$ cat src/rtl/alu_pkg.sv
// Types and constants shared by the ALU scheduler and its datapath.
// Pure declarations: no logic, no latency, no flow control.
package alu_pkg;

    localparam int ALU_W = 4;

    typedef enum logic [2:0] {
        ADD = 3'b000,
        SUB = 3'b001,
        NOT = 3'b010,
        AND = 3'b011,
        OR  = 3'b100,
        XOR = 3'b101,
        LT  = 3'b110,
        EQ  = 3'b111
    } alu_op_t;

    typedef enum logic [1:0] {
        IDLE = 2'd0,
        EXEC = 2'd1,
        RESP = 2'd2
    } sched_st_t;

endpackage

$ cat src/rtl/alu_core.sv
// 4-bit ALU op evaluation (a, b, op -> res, car, of).
// Purely combinational: zero latency, no flow control.
module alu_core
    import alu_pkg::*;
(
    input  logic [ALU_W-1:0] a_i,
    input  logic [ALU_W-1:0] b_i,
    input  alu_op_t          op_i,
    output logic [ALU_W-1:0] res_o,
    output logic             car_o,
    output logic             of_o
);

    logic [ALU_W:0] sum;
    logic [ALU_W:0] dif;

    always_comb begin
        sum   = {1'b0, a_i} + {1'b0, b_i};
        dif   = {1'b0, a_i} + {1'b0, ~b_i} + (ALU_W+1)'(1);
        res_o = '0;
        car_o = 1'b0;
        of_o  = 1'b0;
        case (op_i)
            ADD: begin
                {car_o, res_o} = sum;
                of_o = (a_i[ALU_W-1] == b_i[ALU_W-1]) && (res_o[ALU_W-1] != a_i[ALU_W-1]);
            end
            SUB: begin
                // car is carry-out of a + ~b + 1, so car=0 means a borrow occurred
                {car_o, res_o} = dif;
                of_o = (a_i[ALU_W-1] != b_i[ALU_W-1]) && (res_o[ALU_W-1] != a_i[ALU_W-1]);
            end
            NOT:     res_o = ~a_i;
            AND:     res_o = a_i & b_i;
            OR:      res_o = a_i | b_i;
            XOR:     res_o = a_i ^ b_i;
            LT:      res_o = ($signed(a_i) < $signed(b_i)) ? '0 : ALU_W'(1);
            EQ:      res_o = (a_i == b_i) ? '0 : ALU_W'(1);
            default: res_o = '0;
        endcase
    end

endmodule

$ cat src/rtl/alu_sched.sv
// Round-robin share of one ALU among NREQ requesters; accept -> EXEC -> RESP, one op per 3 cycles.
// resp_ready=0 holds RESP with stable outputs and blocks new accepts; ALU_SCHED_STAT_EN adds grant_cnt.
module alu_sched
    import alu_pkg::*;
#(
    parameter int NREQ = 2,
    parameter int IDW  = $clog2(NREQ)
) (
    input  logic                  clk,
    input  logic                  rst_n,
    input  logic [NREQ-1:0]       req_valid,
    output logic [NREQ-1:0]       req_ready,
    input  logic [ALU_W*NREQ-1:0] req_a,
    input  logic [ALU_W*NREQ-1:0] req_b,
    input  logic [3*NREQ-1:0]     req_op,
    output logic                  resp_valid,
    input  logic                  resp_ready,
    output logic [IDW-1:0]        resp_id,
    output logic [ALU_W-1:0]      resp_res,
    output logic                  resp_car,
    output logic                  resp_of
`ifdef ALU_SCHED_STAT_EN
    ,
    output logic [16*NREQ-1:0]    grant_cnt
`endif
);

    sched_st_t        state_q, state_d;
    logic [IDW-1:0]   last_gnt_q, last_gnt_d;
    logic [IDW-1:0]   id_q, id_d;
    logic [ALU_W-1:0] a_q, a_d, b_q, b_d;
    alu_op_t          op_q, op_d;
    logic [ALU_W-1:0] res_q, res_d;
    logic             car_q, car_d, of_q, of_d;

    logic             win_vld;
    logic [IDW-1:0]   win_id;
    logic [IDW-1:0]   idx;
    logic [ALU_W-1:0] sel_a, sel_b;
    alu_op_t          sel_op;
    logic             accept;

    logic [ALU_W-1:0] alu_res;
    logic             alu_car, alu_of;

    // Search starts one past the last winner and wraps at NREQ-1.
    always_comb begin
        win_vld = 1'b0;
        win_id  = last_gnt_q;
        idx     = last_gnt_q;
        for (int k = 0; k < NREQ; k++) begin
            idx = (idx == IDW'(NREQ-1)) ? '0 : idx + 1'b1;
            if (!win_vld && req_valid[idx]) begin
                win_vld = 1'b1;
                win_id  = idx;
            end
        end
        sel_a  = '0;
        sel_b  = '0;
        sel_op = ADD;
        for (int i = 0; i < NREQ; i++) begin
            if (win_id == IDW'(i)) begin
                sel_a  = req_a[ALU_W*i +: ALU_W];
                sel_b  = req_b[ALU_W*i +: ALU_W];
                sel_op = alu_op_t'(req_op[3*i +: 3]);
            end
        end
    end

    always_comb begin
        state_d    = state_q;
        last_gnt_d = last_gnt_q;
        id_d       = id_q;
        a_d        = a_q;
        b_d        = b_q;
        op_d       = op_q;
        res_d      = res_q;
        car_d      = car_q;
        of_d       = of_q;
        accept     = 1'b0;
        case (state_q)
            IDLE: begin
                if (win_vld) begin
                    accept     = 1'b1;
                    a_d        = sel_a;
                    b_d        = sel_b;
                    op_d       = sel_op;
                    id_d       = win_id;
                    last_gnt_d = win_id;
                    state_d    = EXEC;
                end
            end
            EXEC: begin
                res_d   = alu_res;
                car_d   = alu_car;
                of_d    = alu_of;
                state_d = RESP;
            end
            RESP: begin
                if (resp_ready) state_d = IDLE;
            end
            default: state_d = IDLE;
        endcase
    end

    // Gated by rst_n so the grant cannot leak out while reset is held in IDLE.
    always_comb begin
        req_ready = '0;
        for (int i = 0; i < NREQ; i++) begin
            req_ready[i] = accept && rst_n && (win_id == IDW'(i));
        end
    end

    always_ff @(posedge clk or negedge rst_n) begin
        if (!rst_n) begin
            state_q    <= IDLE;
            last_gnt_q <= IDW'(NREQ-1);
            id_q       <= '0;
            a_q        <= '0;
            b_q        <= '0;
            op_q       <= ADD;
            res_q      <= '0;
            car_q      <= 1'b0;
            of_q       <= 1'b0;
        end else begin
            state_q    <= state_d;
            last_gnt_q <= last_gnt_d;
            id_q       <= id_d;
            a_q        <= a_d;
            b_q        <= b_d;
            op_q       <= op_d;
            res_q      <= res_d;
            car_q      <= car_d;
            of_q       <= of_d;
        end
    end

    alu_core u_alu_core (
        .a_i   (a_q),
        .b_i   (b_q),
        .op_i  (op_q),
        .res_o (alu_res),
        .car_o (alu_car),
        .of_o  (alu_of)
    );

    assign resp_valid = (state_q == RESP);
    assign resp_id    = id_q;
    assign resp_res   = res_q;
    assign resp_car   = car_q;
    assign resp_of    = of_q;

`ifdef ALU_SCHED_STAT_EN
    logic [15:0] cnt_q [NREQ];

    always_ff @(posedge clk or negedge rst_n) begin
        if (!rst_n) begin
            for (int i = 0; i < NREQ; i++) cnt_q[i] <= '0;
        end else begin
            for (int i = 0; i < NREQ; i++) begin
                if (accept && (win_id == IDW'(i)) && (cnt_q[i] != 16'hFFFF)) begin
                    cnt_q[i] <= cnt_q[i] + 16'd1;
                end
            end
        end
    end

    for (genvar g = 0; g < NREQ; g++) begin : g_cnt
        assign grant_cnt[16*g +: 16] = cnt_q[g];
    end
`endif

endmodule

$ cat config.mk
export PLATFORM = sky130hd
export DESIGN_NAME = alu_sched
export DESIGN_NICKNAME = d
export VERILOG_FILES = /design/src/rtl/alu_pkg.sv /design/src/rtl/alu_core.sv /design/src/rtl/alu_sched.sv
export SDC_FILE = /design/constraint.sdc
export NUM_CORES = 1
export LEC_CHECK = 0
export CORE_MARGIN = 10
export CORE_UTILIZATION = 45
export DETAILED_ROUTE_END_ITERATION = 7
export PLACE_DENSITY = 0.81
export SYNTH_ARGS = -nofsm -noshare
export SYNTH_HDL_FRONTEND = slang
export SYNTH_SLANG_ARGS = --single-unit
$ cat constraint.sdc
create_clock -name clk -period 1.9 [get_ports clk]
set_input_delay 0.19 -clock clk [delete_from_list [all_inputs] [get_ports clk]]
set_output_delay 0.19 -clock clk [all_outputs]
set_load 0.01 [all_outputs]
* Word-level counts from Yosys, hierarchy flattened
Index checks and enable logic that the tools add are counted.
** Storage, ports and cells
- Register bits after elaboration :: 21
- Output and inout bits :: 10
** Operators by class
- Order comparisons :: 3
- Reduce and logical (&&, ||, !) cells :: 11
- Add/subtract/negate cells :: 5
- Bitwise operators :: 6
- Muxes and demuxes :: 23
- Equality and inequality tests :: 16
** Operators with widths (count)
- 4-bit case mux with 8 select lines :: 1
- 1-bit two-way mux :: 14
- 3-bit == test, second input constant :: 4
- 4-bit by 4-bit adder with 5-bit output :: 2
- 4-bit two-way mux :: 2
- 4-bit NOT :: 2
- 3-bit by 2-bit == test with 1-bit output, second input constant :: 2
- 1-bit logical AND :: 6
- 2-bit case mux with 3 select lines :: 1
- 5-bit by 1-bit adder with 5-bit output, second input constant :: 1
- 4-bit AND :: 1
- 4-bit == test :: 1
- 1-bit by 2-bit less-than comparator with 1-bit output, second input constant :: 2
- 4-bit less-than comparator :: 1
- 2-bit two-way mux :: 2
- 4-bit OR :: 1
- 1-bit case mux with 2 select lines :: 2
- 2-bit AND reduction :: 2
- 4-bit bitwise XOR :: 1
- 3-bit by 1-bit == test with 1-bit output, second input constant :: 1
- 3-bit zero test :: 1
- 3-bit two-way mux :: 1
- 1-bit != test :: 3
- 1-bit adder, second input constant :: 2
- 8 further kinds :: 8

* Logic depth before layout (Yosys ltp)
- Depth after elaboration :: 12
- Depth in mapped cells :: 8
- Gate-level depth less buffers :: 8

* Hierarchy
Synthesis repeated with hierarchy kept, for this count alone.
** Unflattened totals
- Cell total of the unflattened synthesis :: 192
- Area total of the unflattened synthesis :: 1709.1 µm²
** By module, submodules not included
- alu_sched :: area an instance 1046.0 µm², times used 1, seq. area each 526.8 µm², cells each 97
- alu_core :: area an instance 663.1 µm², times used 1, seq. area each 0.0 µm², cells each 95

* Worst setup path after synthesis
Ideal clock, no wire load.
- Path type :: reg2reg
- Start :: reg a_q[0]
- End :: reg res_q[2] (netlist: resp_res[2])
- Arrival :: 1.876 ns
- Cell stages (with the launch flop) :: 9
- Required time :: 1.824 ns
- Setup slack :: -0.052 ns
- Buffers on the path :: 0
- Path through :: dfrtp_1 inv_1 ha_1 inv_1 fa_1 or3_1 a311oi_1 o22ai_1 o21ai_1
** Between the ends
- Longest elaborated chain between the ends :: 3
- Elaborated cells between the ends (all ways) :: 4
- Those cells by class :: 3 x add/sub; 1 x mux
** Ends and longest elaborated chain
- from (decl) :: line alu_sched.sv:31 : logic [ALU_W-1:0] a_q, a_d, b_q, b_d;
- from (signal assigned) :: line alu_sched.sv:119 : a_q <= '0;
- from (signal assigned) :: line alu_sched.sv:129 : a_q <= a_d;
- 4-bit by 4-bit adder with 5-bit output :: line alu_core.sv:19 : dif = {1'b0, a_i} + {1'b0, ~b_i} + (ALU_W+1)'(1);
- 5-bit by 1-bit adder with 5-bit output :: line alu_core.sv:19
- 4-bit case mux with 8 select lines * :: line alu_core.sv:23 : case (op_i)
- to (signal assigned) :: line alu_sched.sv:132 : res_q <= res_d;
- to (decl) :: line alu_sched.sv:33 : logic [ALU_W-1:0] res_q, res_d;
Every way passes the cells marked *; elsewhere a longest branch is shown, timed or not.
A chain may end at the register's enable or synchronous reset.

* Worst setup path in the final report
Ends and elaborated chain as after synthesis.

==> results.toml <==
[route]
wire_per_inst_um = 14.2
first_pass_iters = 4
ant_nets = 0
drcViolationCount = 0
drtIter0Drc = 127
num_vias = 1416
viasPerCell = 5.19
drt-total-wl_um = 3880

[yosys]
synthArstFlopShare_pct = 100
synth_nets = 216
yosys-top-cells-area = "dfrtp_1, ha_1, mux2i_1"
syn_avg_cell_area_um2 = 8.82
synth_most_common_cell = "nand2_1"
synth_largest_area_cell = "dfrtp_1"
syn_area_mm2 = 0.00154
synth_enable_flop_cells = 0
ys_types = 45
yosysWarningCount = 0
syn_inst = 175
synth_ff_type = "dfrtp_1"
yosys-top-cells-count = "nand2_1, dfrtp_1, o21ai_0"
ys_seq_elements = 21
ys_seq_area_share_pct = 34.1
synth_top_area_share_pct = 32.4

[power]
vdd.ir_drop.worst_mv = 0.713
clkPwrFrac_pct = 6.1
switching_share_pct = 44.7
p_sw_mw = 1.71
p_seq_share_pct = 22.5
p_leak_nw = 0.971
share_comb_of_total_power_pct = 71.4
p_int_mw = 2.11
power_density_mw_per_mm2 = 1760

[setup_path]
r2r_start = "a_q[0]"
rr_endpoint = "resp_res[2]"
required_ps = 2140
r2r_cells = 8
worstSetupPathType = "flip-flop to flip-flop"
cp-start-kind = "flip-flop"
worstPathArrival_ps = 2160
endpoint_kind = "flip-flop"
crit_path_max_fanout = 2
r2r_slack_ps = -20

[clock_tree]
cts_tree = "yes"
clock-sinks = 21
h-tree-depth = 1
root_buffer = "clkbuf_4"
cts.clk_slew.worst_paths_ps = 140
cts_max_path_buffers = 2
clkLatencyLatePin_ps = 310
cts_made_buffers = 3

[floorplan]
fp.dieH_um = 78.6
start_util_pct = 46.2
fp.dieArea_mm2 = 0.00617
core_area_mm2 = 0.00334
die_w_um = 78.6
rows = 21
top_level_ports = 37

[timing]
drv_slew = 0
setup_viol = 1
rsz0062_at_grt = "true"
period_minus_slack_ps = 1920
skew_ps = 2.31
relSlewSlack_pct = 71.5
finalHoldViolCount = 0
max_freq_mhz = 522
fin_ws_ps = -15.6
tightest_slew_ps = 424
final.setup.tns_ps = -15.6
finalCritPeriodShare_pct = 101

[grt]
antenna_found_initial = 0
overflow = 0
grt_start_max_net_pins = 27
grt_pass1_wl_um = 6320
grt_pass1_vias = 1402
grt_util_all_layers_pct = 12.2

[placed_design]
io_buffers = 36
dp_hpwl_um = 2990
routabilityCongestion = 0.956

[cells_and_area]
fill_cells = 297
final_nets = 269
diodes = 0
seq_area_um2 = 527
multiInputGateArea_um2 = 978
drive_above_1_share_pct = 20.3
area_delta_synth_final_pct = 40.4
final_util_pct = 64.9

[worst_hold_path]
hold_path_class = "input port to async pin"

[outcome]
violations = "negative setup slack"
status = "finished with violations"

[job]
cap_violations = 0
==> metal layers <==
metal / vias to the layer above / GRT usage (%) / routed length [um]
met4: 0 / 1.08 / 14
met5: - / 0 / 0
met2: 40 / 21.3 / 1830
li1: 714 / - / -
met1: 660 / 15.2 / 1830
met3: 2 / 3.30 / 196
==> how the worst max path moves through the flow <==
stage | from | end | slack [ps] | cells after the start
after detailed placement | a_q[0] | resp_res[2] | -70 | 8
final | a_q[0] | resp_res[2] | -20 | 8
after global routing | a_q[0] | resp_res[2] | -90 | 8
after CTS | a_q[0] | resp_res[2] | -40 | 8
after global placement | a_q[0] | resp_res[2] | 20 | 8
after floorplan | a_q[0] | resp_res[2] | -5 | 8
==> registers in the layout (all words and copies together) (netlist names) <==
name and count:
a_q 4, b_q 4, last_gnt_q 1, op_q 3, resp_car 1, resp_id 1, resp_of 1, resp_res 4
state_q 2
==> timing repair <==
item,CTS,global route
buffers inserted,1,4
setup endpoints to repair,4,5
hold buffers,0,0
pin swaps,6,2
gates resized for setup,5,9
==> logic make-up after synthesis <==
logic type	Yosys count	synth area share, %
AND/OR/NAND/NOR	53	17.8
AO/OA/AOI/OAI	49	20.2
buffers and inverters	24	6.57
flip-flops	21	34.1
adder cells (fa/ha/maj)	14	12.3
multiplexers	12	7.87
XOR/XNOR	2	1.14
==> worst max-delay path, stage by stage (launching register included) <==
cell and delay (ps):
dfrtp_1 420, inv_2 80, ha_4 130, inv_2 40, fa_2 360, or3_1 370
a311oi_2 210, o22ai_1 120, o21ai_1 130
==> final cells by class <==
class,count,area share (%)
clock inverter,1,0.231
sequential,21,24.3
multi-input combinational,130,45.2
timing repair buffer,58,24.1
clock buffer,3,1.04
inverter,14,2.43
tap,46,2.66
==> power groups by stage <==
stage / Clock (mW) / Sequential (mW) / Combinational [mW]
floorplan: 0 / 0.885 / 1.59
global placement: 0 / 0.854 / 2.40
detailed placement: 0 / 0.873 / 2.44
CTS: 0.235 / 0.865 / 2.50
global route: 0.251 / 0.893 / 3.00
finish: 0.234 / 0.859 / 2.72
==> placed cells by master, fill, tap and decap left out, drive strengths merged, types with 2 or more instances in the layout <==
cell           count
o21ai             22
a211oi             2
or3                2
clkbuf             3
nor3               3
a31oi              4
a311oi             2
inv               14
ha                12
buf               22
nor3b              2
clkdlybuf4s50     34
nand3              3
dlygate4sd2        2
nand2             21
xor2               2
nor2               6
fa                 2
a21oi              7
dfrtp             20
o2111ai            2
o211ai             2
and3               2
mux2i             11
nor2b              3
nand2b             5
==> stage by stage <==
step	setup WS [ps]	std cells	instance area, um2	power, mW	hold WS, ps
6_report	-15.6	273	2170	3.82	305
4_1_cts	-43.8	269	2090	3.60	324
3_3_place_gp	19.0	264	2040	3.25	460
3_5_place_dp	-71.5	264	2040	3.32	465
2_1_floorplan	-5.08	175	1550	2.47	-106
5_1_grt	-93.3	273	2170	4.14	322
Note: power is estimated with default switching activity, not from simulation.
